### src/rtl/drone_mix_pkg.sv
// Shared types and constants for the quad-X motor mixer.
// Sign table, axis indices and accumulator width helper.
package drone_mix_pkg;

  typedef enum logic [2:0] {
    ST_DISARMED = 3'd0,
    ST_IDLE     = 3'd1,
    ST_MIX      = 3'd2,
    ST_COMMIT   = 3'd3,
    ST_FAILSAFE = 3'd4
  } state_t;

  localparam logic [1:0] AX_T = 2'd0;
  localparam logic [1:0] AX_P = 2'd1;
  localparam logic [1:0] AX_R = 2'd2;
  localparam logic [1:0] AX_Y = 2'd3;

  // Per motor {Y,R,P}; a set bit subtracts that axis.
  localparam logic [3:0][2:0] SIGN_SUB = {
    3'b001,
    3'b111,
    3'b010,
    3'b100
  };

  function automatic int acc_w(input int axis_w);
    return axis_w + 3;
  endfunction

endpackage

### src/rtl/mix_sat_accum.sv
// Shared signed load/add/subtract accumulator.
// Also presents the saturated value of the next accumulator state.
module mix_sat_accum
  import drone_mix_pkg::*;
#(
  parameter int AXIS_W    = 12,
  parameter int OUT_W     = 11,
  parameter int MOTOR_MIN = 100,
  parameter int MOTOR_MAX = 2000
) (
  input  logic                     clk,
  input  logic                     rst,
  input  logic                     en,
  input  logic                     load,
  input  logic                     sub,
  input  logic [OUT_W-1:0]         thr,
  input  logic signed [AXIS_W-1:0] operand,
  output logic [OUT_W-1:0]         sat_next
);

  localparam int ACC_W = acc_w(AXIS_W);
  localparam logic signed [ACC_W-1:0] MIN_S = ACC_W'(MOTOR_MIN);
  localparam logic signed [ACC_W-1:0] MAX_S = ACC_W'(MOTOR_MAX);

  logic signed [ACC_W-1:0] acc;
  logic signed [ACC_W-1:0] acc_nxt;
  logic signed [ACC_W-1:0] opx;

  assign opx = {{(ACC_W-AXIS_W){operand[AXIS_W-1]}}, operand};

  always_comb begin
    acc_nxt = acc;
    if (load)
      acc_nxt = {{(ACC_W-OUT_W){1'b0}}, thr};
    else if (sub)
      acc_nxt = acc - opx;
    else
      acc_nxt = acc + opx;
  end

  always_ff @(posedge clk) begin
    if (rst)
      acc <= '0;
    else if (en)
      acc <= acc_nxt;
  end

  always_comb begin
    sat_next = acc_nxt[OUT_W-1:0];
    if (acc_nxt < MIN_S)
      sat_next = OUT_W'(MOTOR_MIN);
    else if (acc_nxt > MAX_S)
      sat_next = OUT_W'(MOTOR_MAX);
  end

endmodule

### src/rtl/motor_mix_sequencer.sv
// Quad-X mixer: one shared accumulator sequenced over 4 motors x 4 axes,
// with arming, commit of all four commands and receiver-loss failsafe.
module motor_mix_sequencer
  import drone_mix_pkg::*;
#(
  parameter int AXIS_W         = 12,
  parameter int OUT_W          = 11,
  parameter int MOTOR_MIN      = 100,
  parameter int MOTOR_MAX      = 2000,
  parameter int FAILSAFE_CMD   = 100,
  parameter int TIMEOUT_CYCLES = 1000
) (
  input  logic                     clk,
  input  logic                     rst,
  input  logic                     arm,
  input  logic                     in_valid,
  output logic                     in_ready,
  input  logic [OUT_W-1:0]         throttle_offset,
  input  logic signed [AXIS_W-1:0] pitch_offset,
  input  logic signed [AXIS_W-1:0] roll_offset,
  input  logic signed [AXIS_W-1:0] yaw_offset,
  output logic [OUT_W-1:0]         motor_1_cmd,
  output logic [OUT_W-1:0]         motor_2_cmd,
  output logic [OUT_W-1:0]         motor_3_cmd,
  output logic [OUT_W-1:0]         motor_4_cmd,
  output logic                     out_valid,
  output logic                     failsafe,
  output logic                     busy
);

  localparam int WD_W = $clog2(TIMEOUT_CYCLES + 1);
  localparam logic [WD_W-1:0] WD_MAX = WD_W'(TIMEOUT_CYCLES);
  localparam logic [OUT_W-1:0] FS_CMD = OUT_W'(FAILSAFE_CMD);

  state_t state;
  logic [WD_W-1:0] wd;
  logic [3:0] idx;
  logic [1:0] m_idx;
  logic [1:0] a_idx;
  logic accept;

  logic [OUT_W-1:0]         thr_q;
  logic signed [AXIS_W-1:0] p_q;
  logic signed [AXIS_W-1:0] r_q;
  logic signed [AXIS_W-1:0] y_q;

  logic [3:0][OUT_W-1:0] shadow;
  logic [3:0][OUT_W-1:0] cmd;

  logic signed [AXIS_W-1:0] operand;
  logic sub;
  logic acc_en;
  logic [OUT_W-1:0] sat_next;

  assign m_idx = idx[3:2];
  assign a_idx = idx[1:0];

  assign in_ready = (state == ST_DISARMED) ||
                    (state == ST_IDLE) ||
                    (state == ST_FAILSAFE);
  assign busy   = (state == ST_MIX);
  assign accept = in_valid && in_ready;
  assign acc_en = (state == ST_MIX) && arm;

  assign motor_1_cmd = cmd[0];
  assign motor_2_cmd = cmd[1];
  assign motor_3_cmd = cmd[2];
  assign motor_4_cmd = cmd[3];

  always_comb begin
    operand = '0;
    sub     = 1'b0;
    unique case (a_idx)
      AX_P: begin
        operand = p_q;
        sub     = SIGN_SUB[m_idx][0];
      end
      AX_R: begin
        operand = r_q;
        sub     = SIGN_SUB[m_idx][1];
      end
      AX_Y: begin
        operand = y_q;
        sub     = SIGN_SUB[m_idx][2];
      end
      default: ;
    endcase
  end

  mix_sat_accum #(
    .AXIS_W    (AXIS_W),
    .OUT_W     (OUT_W),
    .MOTOR_MIN (MOTOR_MIN),
    .MOTOR_MAX (MOTOR_MAX)
  ) u_accum (
    .clk      (clk),
    .rst      (rst),
    .en       (acc_en),
    .load     (a_idx == AX_T),
    .sub      (sub),
    .thr      (thr_q),
    .operand  (operand),
    .sat_next (sat_next)
  );

  always_ff @(posedge clk) begin
    if (rst) begin
      state     <= ST_DISARMED;
      wd        <= '0;
      idx       <= '0;
      cmd       <= '0;
      shadow    <= '0;
      out_valid <= 1'b0;
      failsafe  <= 1'b0;
      thr_q     <= '0;
      p_q       <= '0;
      r_q       <= '0;
      y_q       <= '0;
    end else begin
      out_valid <= 1'b0;
      if (!arm) begin
        // Disarm beats everything; a running mix is abandoned.
        state    <= ST_DISARMED;
        wd       <= '0;
        idx      <= '0;
        cmd      <= '0;
        shadow   <= '0;
        failsafe <= 1'b0;
      end else begin
        if (accept)
          wd <= '0;
        else if (wd != WD_MAX)
          wd <= wd + 1'b1;

        case (state)
          ST_DISARMED: begin
            state <= ST_IDLE;
            wd    <= '0;
          end
          ST_IDLE: begin
            if (accept) begin
              thr_q <= throttle_offset;
              p_q   <= pitch_offset;
              r_q   <= roll_offset;
              y_q   <= yaw_offset;
              idx   <= '0;
              state <= ST_MIX;
            end else if (wd == WD_MAX) begin
              cmd      <= {4{FS_CMD}};
              failsafe <= 1'b1;
              state    <= ST_FAILSAFE;
            end
          end
          ST_MIX: begin
            idx <= idx + 1'b1;
            if (a_idx == AX_Y)
              shadow[m_idx] <= sat_next;
            if (idx == 4'd15)
              state <= ST_COMMIT;
          end
          ST_COMMIT: begin
            cmd       <= shadow;
            out_valid <= 1'b1;
            failsafe  <= 1'b0;
            state     <= ST_IDLE;
          end
          ST_FAILSAFE: begin
            if (accept) begin
              thr_q <= throttle_offset;
              p_q   <= pitch_offset;
              r_q   <= roll_offset;
              y_q   <= yaw_offset;
              idx   <= '0;
              state <= ST_MIX;
            end
          end
          default: state <= ST_DISARMED;
        endcase
      end
    end
  end

endmodule

### config.mk
export PLATFORM = sky130hd
export DESIGN_NAME = motor_mix_sequencer
export DESIGN_NICKNAME = d
export VERILOG_FILES = /design/src/rtl/drone_mix_pkg.sv /design/src/rtl/mix_sat_accum.sv /design/src/rtl/motor_mix_sequencer.sv
export SDC_FILE = /design/constraint.sdc
export NUM_CORES = 1
export LEC_CHECK = 0
export BUFFER_PORTS_ARGS = -buffer_cell sky130_fd_sc_hd__buf_2
export CAP_MARGIN = 15
export CORE_MARGIN = 4
export CORE_UTILIZATION = 46
export DETAILED_ROUTE_END_ITERATION = 8
export PLACE_DENSITY_LB_ADDON = 0.1
export SLEW_MARGIN = 20
export SYNTH_ARGS = -nofsm -noshare
export SYNTH_HDL_FRONTEND = slang
export SYNTH_HIERARCHICAL = 1
export SYNTH_SLANG_ARGS = --single-unit
### constraint.sdc
create_clock -name clk -period 6.8 [get_ports clk]
set_input_delay 1.7 -clock clk [delete_from_list [all_inputs] [get_ports clk]]
set_output_delay 1.7 -clock clk [all_outputs]
set_load 0.1 [all_outputs]
==> summary.md <==
The classification of the worst-slack hold path was reg2reg. The minimum period implied by the final worst setup slack was 5.53 ns. Once detail routing completed, the nets flagged for antenna violations numbered 0. Dividing the synthesized area by the synthesized cell count gives 9.29 sq um. The clock slew seen by the registers of the worst setup and hold paths came out at 0.07 ns. The netlist uses 72 different library cells. Detailed-router iteration count before antenna repair: 5. The adder-cell share of the synthesized area came out at 0.0416. The first global-routing pass estimated 33300 um of wire. The clock reaches the later pin of the worst-skew pair after 0.43 ns. The setup fix buffers added after clock tree synthesis is 0. The worst hold slack after final layout is 0.446 ns.

The worst setup path is captured at a register. For the pin with the worst max-slew slack, the measured transition is 0.891 ns. For this run, the leading register cell type out of synthesis is sky130_fd_sc_hd__dfxtp_1. The first-iteration detailed-routing DRC count was 494; the number of cell rows was 48.

99 I/O pins were placed. The logs give 0.202 for the all-layer global routing usage and 0.184 mV for the peak ir drop on the vdd network. TritonCTS built the clock tree.

The cell taking the most area after synthesis is sky130_fd_sc_hd__dfxtp_1. The multiplexer fraction of the synthesized cell area is 0.118, and the complex-gate fraction of the synthesized area is 0.170. Summed over all layers, the routed wires come to 19900 um. Counting every net in the synthesized netlist gives 972. The tools report the initial antenna violation count as 0.

The worst setup margin was 1.27 ns; the basic-gate share of the synthesized area counting and, or, nand and nor cells was 0.199. The number of setup violations in the final report came out at 0. The number of clock buffers added by TritonCTS is 17. The global placement routability congestion was 0.869; the area growth from synthesis to layout was 14.4%. Yosys mapped a number of flops with a built-in enable equal to 0. Dividing the detail-routed wire length by the instance count gives 16.6 um.

The register bit count reported by yosys came out at 169. Yosys printed 6 warnings. After synthesis, the cell types taking the most area are sky130_fd_sc_hd__dfxtp_1 (41%), sky130_fd_sc_hd__mux2i_1 (12%), sky130_fd_sc_hd__nand2b_1 (7.3%), sky130_fd_sc_hd__a32o_1 (4.0%), sky130_fd_sc_hd__ha_1 (3.9%). The logs give 0 for the post-cts sizing count and 181 MHz for the top achievable clock speed. The sequential-to-total area share from yosys stat was 0.407; the worst slack after detailed placement was 1.40 ns. The tool flagged a number of max-cap violations equal to 0.

The signal on the critical path passes through inv_1, ha_1, a222oi_1, nor2_1, inv_1, ha_1, nor4b_1, a21oi_1, xnor2_1, ha_1, a21oi_2, o21ai_2, a221oi_1, nor2b_1, o31a_1, o311a_4, a41o_4, or3_1, nand2_1, mux2i_1. The path with the worst hold slack has its endpoint at failsafe$_SDFFE_PP0P_. The die covers 20300 sq um.

The via count of the first global-routing pass was 6375; the number of design rule violations left after detail routing was 0. The power density normalized to cell area came out at 222 nW/um^2. The largest driver fanout on the critical path was 13. The library cell used most frequently in the layout, excluding fill and tap cells, is sky130_fd_sc_hd__dfxtp_1. The combinational family with the most area after synthesis was simple AND/OR/NAND/NOR gates. The number of buffers between clock root and the deepest sink was 2. In this run the critical register-to-register path is captured at shadow[17]$_SDFFE_PP0P_. The die width came out at 142 um. The category of the critical setup timing path was reg2reg. The number of buffers added on ports was 98.

The largest clock skew in the final design came out at 0.00854 ns. Share of the clock period used by the worst path after layout: 0.813. The run gives 8310 sq um as the netlist area before placement. The highest cell delay on the worst timing path came out at 0.57 ns. The post-synthesis instance total is 894, and the data required time at the worst endpoint is 7.09 ns. Fraction of layout instances using a drive strength above 1: 0.162. Summing all placed instances gives a cell area of 8880 sq um.

The number of cells on the worst hold path came out at 2. The detailed placement HPWL was 13800 um; the fill cell instance count of the final layout was 1614. Area of the core region: 17500 sq um. Most frequent cell on the critical path: sky130_fd_sc_hd__ha_1. The area share of the leading cell type in the synthesized netlist is 0.407, and the worst slew margin relative to its limit is 0.406. The tools report the number of antenna diodes as 0. The run finished with clean final reports.

Reg-to-reg startpoint: idx[0]$_SDFFE_PP0P_. The total congestion overflow came out at 0. After the last flow step, the layout net total stands at 1041. The tools report the total clock sinks as 169. In the layout the commonest cells are sky130_fd_sc_hd__dfxtp_1 (169), sky130_fd_sc_hd__mux2i_1 (98), sky130_fd_sc_hd__buf_2 (98), sky130_fd_sc_hd__nand2b_1 (97), sky130_fd_sc_hd__nand2_1 (72). Across all layers, the routed design uses 6619 vias. From bottom edge to top edge, the die measures 142 um.

The run gives 0.475 as the initial cell density of the core. In this run the clock root is driven by a sky130_fd_sc_hd__clkbuf_16. The tools report the max-slew violation count as 0. Entering global routing, the biggest net connects 110 pins. The path depth of the worst reg2reg path is 20. Setup repair after global routing left no endpoint under its margin. The xor/xnor share of the synthesized area is 0.0200. The H-tree level count is 4, and the total non-filler cell area in the finished layout is 9510 sq um. The slowest cell on the critical path was sky130_fd_sc_hd__nor4b_1.

The accumulated negative setup slack is 0 ns, and the arrival time of the worst setup path is 5.82 ns. The startpoint of the worst hold path was failsafe$_SDFFE_PP0P_. The run gives 0 as the total of hold buffers inserted after clock tree synthesis. The static leakage is 0.00365 uW, and the count of endpoints failing hold in the final timing report is 0. The worst register-to-register path has a setup slack of 1.27 ns. Using the TritonRoute via totals, the vias-per-cell ratio works out to 5.51. Fraction of synthesis flops using an asynchronous set or reset pin: 0. Kind of start point of the critical path: a register.
[report_power, final]
group	leakage, uW	switching (uW)	internal [uW]	total, uW
clock	0.000290	447	557	1000
sequential	0.00136	6.63	997	1000
combinational	0.00199	59.4	47.5	107
total	0.00365	513	1600	2110
[worst max-delay path by stage]
stage | from | end | cells after the start
final | idx[0]$_SDFFE_PP0P_ | shadow[17]$_SDFFE_PP0P_ | 20
after global routing | idx[0]$_SDFFE_PP0P_ | shadow[39]$_SDFFE_PP0P_ | 19
after CTS | idx[0]$_SDFFE_PP0P_ | shadow[17]$_SDFFE_PP0P_ | 20
after detailed placement | idx[0]$_SDFFE_PP0P_ | shadow[17]$_SDFFE_PP0P_ | 20
after global placement | idx[0]$_SDFFE_PP0P_ | shadow[17]$_SDFFE_PP0P_ | 18
after floorplan | idx[0]$_SDFFE_PP0P_ | shadow[17]$_SDFFE_PP0P_ | 21
[metrics by stage]
stage,utilization,total power [uW],std cells
after floorplan,-,1100,894
after global placement,0.508,1130,1168
after detailed placement,0.508,1130,1168
after CTS,0.543,2140,1200
after global routing,0.544,2190,1201
final,0.544,2110,1201
[state kept, by name, indices dropped and copies added, names as in the netlist]
register / cells
wd: 10
motor_1_cmd: 11
shadow: 44
idx: 4
failsafe: 1
motor_2_cmd: 11
r_q: 12
motor_3_cmd: 11
p_q: 12
u_accum/acc: 15
y_q: 12
out_valid: 1
state: 3
motor_4_cmd: 11
thr_q: 11
[critical path, delay by kind of cell (launching register included)]
family,cells,cell delay (ns)
adders and majority gates,3,0.90
muxes,1,0.08
DFF,1,0.42
and+or+nand+nor,5,1.31
xor gates and xnor gates,1,0.25
buffers and inverters,2,0.19
AOI/OAI and AO/OA,8,2.22
[logic make-up (layout without fill, tap and decap cells)]
family                     Yosys count  after routing
AOI/OAI and AO/OA                  188            188
xor gates and xnor gates            19             19
adders and majority gates           27             27
buffers and inverters               79            161
DFF                                169            169
muxes                               98             98
and+or+nand+nor                    314            314
[synthesized netlist by cell type (all sizes together) (8+ instances only)]
library cell and number:
a211oi 11, a21oi 51, a222oi 12, a32o 33
and3 9, buf 23, clkbuf 34, dfxtp 169
ha 26, inv 21, mux2i 98, nand2 73
nand2b 97, nand3 16, nor2 59, nor2b 8
nor3 9, o21ai 30, xnor2 14
[metal layers]
metal | GRT usage | share of wire | up-vias
met5 | 0 | 0 | -
met2 | 0.309 | 0.44 | 113
met4 | 0.0540 | 0.013 | 0
met1 | 0.293 | 0.51 | 3125
met3 | 0.0390 | 0.037 | 18
li1 | - | - | 3363
[cell type report]
cell class | instances | area, sq um | share of cell area
clock inverters | 15 | 181 | 0.0191
repair buffers | 107 | 571 | 0.0600
clock buffers | 17 | 425 | 0.0447
inverters | 22 | 82.6 | 0.00869
flip-flops and latches | 169 | 3380 | 0.356
well taps | 225 | 282 | 0.0296
multi-input cells | 646 | 4580 | 0.482
(Power assumes the default switching activity.)
